`src/rtl/seg7_mux_bcd.sv`:
```
// Binary-to-BCD converter (sequential double-dabble) driving a multiplexed 7-segment display.
// Define SEG7_MUX_BCD_LZB_EN to blank the leading zeros.
module seg7_mux_bcd #(
   parameter int NUM_DIGITS     = 4,
   parameter int BIN_W          = 14,
   parameter int REFRESH_CYCLES = 100000
) (
   input  logic                  clk_100MHz,
   input  logic                  reset_n,
   input  logic                  load,
   input  logic [BIN_W-1:0]      value,
   output logic                  busy,
   output logic                  overflow,
   output logic [0:6]            seg,
   output logic [NUM_DIGITS-1:0] digit
);

   localparam int BCD_W = 4 * NUM_DIGITS;
   localparam int CNT_W = $clog2(BIN_W + 1);
   localparam int TMR_W = (REFRESH_CYCLES > 1) ? $clog2(REFRESH_CYCLES) : 1;
   localparam int SEL_W = (NUM_DIGITS > 1) ? $clog2(NUM_DIGITS) : 1;
   localparam logic [63:0] MAX_VAL = 64'(10 ** NUM_DIGITS) - 64'd1;
   localparam logic [BCD_W-1:0] ALL_NINES = {NUM_DIGITS{4'd9}};

   typedef enum logic {S_IDLE, S_CONV} state_t;

   state_t             state_reg, state_next;
   logic [BIN_W-1:0]   bin_reg, bin_next;
   logic [BCD_W-1:0]   bcd_reg, bcd_next;
   logic [BCD_W-1:0]   bcd_adj, bcd_shift;
   logic [BCD_W-1:0]   disp_reg, disp_next;
   logic [CNT_W-1:0]   cnt_reg, cnt_next;
   logic               ovf_pend_reg, ovf_pend_next;
   logic               overflow_reg, overflow_next;
   logic [TMR_W-1:0]   tmr_reg;
   logic [SEL_W-1:0]   sel_reg;
   logic [NUM_DIGITS-1:0] lzb;
   logic [3:0]         cur_bcd;
   logic               cur_blank;

   // Add-3 correction on every BCD nibble, then shift the next binary bit in.
   generate
      for (genvar gi = 0; gi < NUM_DIGITS; gi++) begin : g_adj
         assign bcd_adj[4*gi +: 4] = (bcd_reg[4*gi +: 4] >= 4'd5) ?
                                     bcd_reg[4*gi +: 4] + 4'd3 : bcd_reg[4*gi +: 4];
      end
   endgenerate

   assign bcd_shift = {bcd_adj[BCD_W-2:0], bin_reg[BIN_W-1]};

   always_ff @(posedge clk_100MHz or negedge reset_n) begin
      if (!reset_n) begin
         state_reg    <= S_IDLE;
         bin_reg      <= '0;
         bcd_reg      <= '0;
         cnt_reg      <= '0;
         ovf_pend_reg <= 1'b0;
         disp_reg     <= '0;
         overflow_reg <= 1'b0;
      end else begin
         state_reg    <= state_next;
         bin_reg      <= bin_next;
         bcd_reg      <= bcd_next;
         cnt_reg      <= cnt_next;
         ovf_pend_reg <= ovf_pend_next;
         disp_reg     <= disp_next;
         overflow_reg <= overflow_next;
      end
   end

   always_comb begin
      state_next    = state_reg;
      bin_next      = bin_reg;
      bcd_next      = bcd_reg;
      cnt_next      = cnt_reg;
      ovf_pend_next = ovf_pend_reg;
      disp_next     = disp_reg;
      overflow_next = overflow_reg;
      if (state_reg == S_IDLE) begin
         if (load) begin
            state_next    = S_CONV;
            bin_next      = value;
            bcd_next      = '0;
            cnt_next      = '0;
            ovf_pend_next = (64'(value) > MAX_VAL);
         end
      end else begin
         bin_next = bin_reg << 1;
         bcd_next = bcd_shift;
         cnt_next = cnt_reg + CNT_W'(1);
         // Last bit: the display and overflow flag change together as busy drops.
         if (cnt_reg == CNT_W'(BIN_W - 1)) begin
            state_next    = S_IDLE;
            overflow_next = ovf_pend_reg;
            disp_next     = ovf_pend_reg ? ALL_NINES : bcd_shift;
         end
      end
   end

   assign busy     = (state_reg == S_CONV);
   assign overflow = overflow_reg;

   always_ff @(posedge clk_100MHz or negedge reset_n) begin
      if (!reset_n) begin
         tmr_reg <= '0;
         sel_reg <= '0;
      end else if (tmr_reg == TMR_W'(REFRESH_CYCLES - 1)) begin
         tmr_reg <= '0;
         sel_reg <= (sel_reg == SEL_W'(NUM_DIGITS - 1)) ? '0 : sel_reg + SEL_W'(1);
      end else begin
         tmr_reg <= tmr_reg + TMR_W'(1);
      end
   end

   generate
      for (genvar gi = 0; gi < NUM_DIGITS; gi++) begin : g_dig
         assign digit[gi] = (sel_reg != SEL_W'(gi));
      end
   endgenerate

`ifdef SEG7_MUX_BCD_LZB_EN
   logic zero_run;

   // A digit is blanked when it and every digit above it are zero.
   always_comb begin
      lzb      = '0;
      zero_run = 1'b1;
      for (int i = NUM_DIGITS - 1; i >= 1; i--) begin
         zero_run = zero_run && (disp_reg[4*i +: 4] == 4'd0);
         lzb[i]   = zero_run && !overflow_reg;
      end
   end
`else
   assign lzb = '0;
`endif

   // Digit code and blanking are taken from the same select as the enables.
   always_comb begin
      cur_bcd   = '0;
      cur_blank = 1'b0;
      for (int i = 0; i < NUM_DIGITS; i++) begin
         if (sel_reg == SEL_W'(i)) begin
            cur_bcd   = disp_reg[4*i +: 4];
            cur_blank = lzb[i];
         end
      end
   end

   function automatic logic [6:0] seg_decode(input logic [3:0] code);
      case (code)
         4'd0:    return 7'b0000001;
         4'd1:    return 7'b1001111;
         4'd2:    return 7'b0010010;
         4'd3:    return 7'b0000110;
         4'd4:    return 7'b1001100;
         4'd5:    return 7'b0100100;
         4'd6:    return 7'b0100000;
         4'd7:    return 7'b0001111;
         4'd8:    return 7'b0000000;
         4'd9:    return 7'b0000100;
         default: return 7'b1111111;
      endcase
   endfunction

   assign seg = cur_blank ? 7'b1111111 : seg_decode(cur_bcd);

endmodule

```
`config.mk`:
```
export PLATFORM = sky130hd
export DESIGN_NAME = seg7_mux_bcd
export DESIGN_NICKNAME = d
export VERILOG_FILES = /design/src/rtl/seg7_mux_bcd.sv
export SDC_FILE = /design/constraint.sdc
export NUM_CORES = 1
export LEC_CHECK = 0
export ABC_AREA = 0
export BUFFER_PORTS_ARGS = -buffer_cell sky130_fd_sc_hd__buf_2
export CAP_MARGIN = 5
export CORE_AREA = 2 2 115 83
export DETAILED_ROUTE_END_ITERATION = 10
export DIE_AREA = 0 0 117 85
export PLACE_DENSITY = 0.65
export SLEW_MARGIN = 5
export SYNTH_ARGS = -nofsm -noshare
export SYNTH_HDL_FRONTEND = slang
export SYNTH_SLANG_ARGS = --single-unit
```
`constraint.sdc`:
```
create_clock -name clk_100MHz -period 4.75 [get_ports clk_100MHz]
set_clock_uncertainty 0.1 [all_clocks]
set_input_delay 0.95 -clock clk_100MHz [delete_from_list [all_inputs] [get_ports clk_100MHz]]
set_output_delay 0.95 -clock clk_100MHz [all_outputs]
set_load 0.02 [all_outputs]
```
==> impl_metrics.ini <==
[run_status]
run_status = completed

[floorplan]
die_x_um = 117
dieArea_um2 = 9950
ioPinCount = 30
core_area_um2 = 8890
start_util = 0.439
die_y_um = 85
row_count = 29

[clock_tree]
cts_setup_buffers = 0
cts_num_sinks = 72
ctsHoldBuffers = 0
cts.reportedPaths.clkPinSlew_ns = 0.06
root_buffer = clkbuf_16
cts_htree_levels = 3
clock_latency_ns = 0.34
postCtsResizedCells = 0
cts_max_path_buffers = 2
cts_tree = yes
numCtsBuffers = 9

[global_routing]
grt_first_pass_wirelength_um = 12600
first_global_vias = 2607
grt_max_degree = 63
grtUsageTotal = 0.167
antenna_found_initial = 0
grt.overflow.total = 0

[drt]
m1WireLength_um = 3950
wl_um = 7410
dr.first_iter.drc_count = 114
top_layer = met4
met2_length_um = 3070
wire_per_inst_um = 13.8
via_count = 2747
drt_pass1_iterations = 4
drcViolationCount = 0
wl_met3_um = 278
ant_nets = 0
via_per_inst = 5.13

[power_and_ir_drop]
p_comb_frac = 0.371
seqPwrFrac = 0.359
p_leak_uw = 0.00212
power_frac_clock = 0.270
vdd_ir_drop_max_v = 0.000254
powerDensity_nw_per_um2 = 602
p_int_uw = 1730
swShare = 0.358
power.net_switching_uw = 964

[timing]
min_period_over_period = 0.824
rsz0062_at_grt = false
worstMarginPinSlew_ns = 1.05
holdWs_ns = 0.384
clock.fmax_mhz = 255
slew_headroom = 0.298
setup_violations = 0
min_period_ns = 3.92
fin_tns_setup_ns = 0
drv_slew = 0
hold_viol_final = 0

[finish]
final_util = 0.502
layout.cells.non_filler = 536
seqCellArea_um2 = 1800
antenna_cells = 0
multi_input_area_um2 = 1940
drive_above_1_share = 0.143
largest_reg_flops = 17
fillers = 817
area_growth_pct = 14.3
fin_nets = 445

[setup_path]
path_cells = inv_1 > ha_1 > a211oi_1 > a211oi_2 > inv_1 > ha_1 > mux2_2 > a22oi_1 > buf_2
slowest_delay_ns = 0.53
slowest_stage = a211oi_2
crit_arrival_ns = 2.87
crit_type = reg2out
worstSetupStartpointType = flop
cp_max_fo = 9
cp-end-kind = output pin
required_ns = 3.70

[logic_synthesis]
ys.flop_type = dfrtp_1
synth-edff-count = 0
synth_simple_gate_area_frac = 0.172
synth_top_cell_by_area = dfrtp_1
avgSynthCellArea_um2 = 10.2
syn_inst = 383
synth_area_leaders = dfrtp_1 46%, mux2i_1 7.2%, ha_1 6.7%
syn-num-nets = 421
synth-compound-area-share = 0.139
yosysWarningCount = 0
synth_top_area_frac = 0.461
synth-xor-area-share = 0.0426
synth.area.mux_share = 0.0746
synthArstFlopShare = 1.00
syn_area_um2 = 3910
synth_cell_type_count = 51
ys_seq_area_frac = 0.461
synth_top_family_by_area = simple AND/OR/NAND/NOR gates
ys_ff_latch = 72
synthAdderAreaFrac = 0.0673

[job]
maxCapViolCount = 0

[place]
place_inst = 520
io_buffer_count = 29
dp_hpwl_um = 5140
gp_congestion = 0.844

[worst_hold_path]
hold_path_class = reg2reg
## layout make-up
| class | instances | share of cell area |
|---|---|---|
| multi-input combinational | 269 | 0.433 |
| timing repair buffer | 31 | 0.0359 |
| tap | 124 | 0.0347 |
| clock buffer | 10 | 0.0535 |
| inverter | 24 | 0.0202 |
| clock inverter | 6 | 0.0185 |
| sequential | 72 | 0.404 |
## critical path, delay by kind of cell, from the launching register on
kind            cells  cell delay, ns
compound gates      3            0.80
fa+ha+maj           2            0.56
buf+inv             3            0.51
flops               1            0.40
mux                 1            0.27
## power by group through the flow
stage          Combinational [µW]  Sequential (µW)  Clock (µW)
2_1_floorplan                 788              937           0
3_3_place_gp                  974              969           0
3_5_place_dp                 1010              973           0
4_1_cts                      1010              965         744
5_1_grt                      1140              994         770
6_report                      998              966         726
## synthesized netlist by cell type (2+ instances only)
cell / number
a211oi_1: 3
a21o_1: 9
a21oi_1: 22
a22o_1: 9
a22oi_1: 6
a31oi_1: 2
buf_2: 2
clkbuf_1: 13
dfrtp_1: 72
ha_1: 21
inv_1: 24
mux2i_1: 28
nand2_1: 29
nand2b_1: 15
nand3_1: 6
nand3b_1: 3
nand4_1: 3
nor2_1: 21
nor2b_1: 2
nor3_1: 6
nor3b_1: 14
nor4_1: 2
o21ai_0: 20
o31ai_1: 5
or3_1: 2
or4_1: 2
xnor2_1: 14
xor2_1: 5
## final timing paths
check	start	depth (start not counted)	slack (ns)	to
setup / recovery	sel_reg[1]$_DFFE_PN0N_	9	0.83	seg[4]
hold / removal	bin_reg[0]$_DFFE_PN0P_	2	0.38	bin_reg[1]$_DFFE_PN0P_
setup reg to reg	cnt_reg[1]$_DFFE_PN0P_	5	2.21	disp_reg[3]$_DFFE_PN0P_
hold reg to reg	bin_reg[0]$_DFFE_PN0P_	2	0.38	bin_reg[1]$_DFFE_PN0P_
max in group asynchronous	reset_n	2	2.97	sel_reg[0]$_DFFE_PN0N_
min in group asynchronous	reset_n	1	0.61	bin_reg[6]$_DFFE_PN0P_
## stage by stage
step / setup WS (ns) / power (µW) / cell area [µm²]
finish: 0.835 / 2690 / 4470
global route: 0.551 / 2900 / 4470
CTS: 0.796 / 2720 / 4470
detailed placement: 1.17 / 1980 / 4140
global placement: 1.32 / 1940 / 4140
floorplan: 1.40 / 1720 / 3910
## per-layer routing
layer,vias up,global-route usage
li1,1392,-
met1,1309,0.245
met2,36,0.227
met3,10,0.0536
met4,0,0.0706
met5,-,0
## cells in the final DEF, fill, tap and decap left out, types with 5 or more instances in the layout
cell	count
nand2_1	29
o21ai_0	20
xor2_1	5
a21oi_1	22
mux2i_1	28
nand3_1	6
dfrtp_1	71
inv_1	24
nand2b_1	15
o31ai_1	5
a22oi_1	6
ha_1	21
nor2_1	21
a21o_1	9
buf_2	29
xnor2_1	14
nor3_1	6
nor3b_1	14
clkbuf_16	9
a22o_1	9
## kinds of logic (layout without fill, tap and decap cells)
kind of cell / count (synthesis) / in the layout
buffers and inverters: 42 / 71
AO/OA/AOI/OAI: 82 / 82
multiplexers: 29 / 29
adder cells (fa/ha/maj): 21 / 21
XOR/XNOR: 19 / 19
flip-flops: 72 / 72
AND/OR/NAND/NOR: 118 / 118
Note: power is estimated with default switching activity, not from simulation.
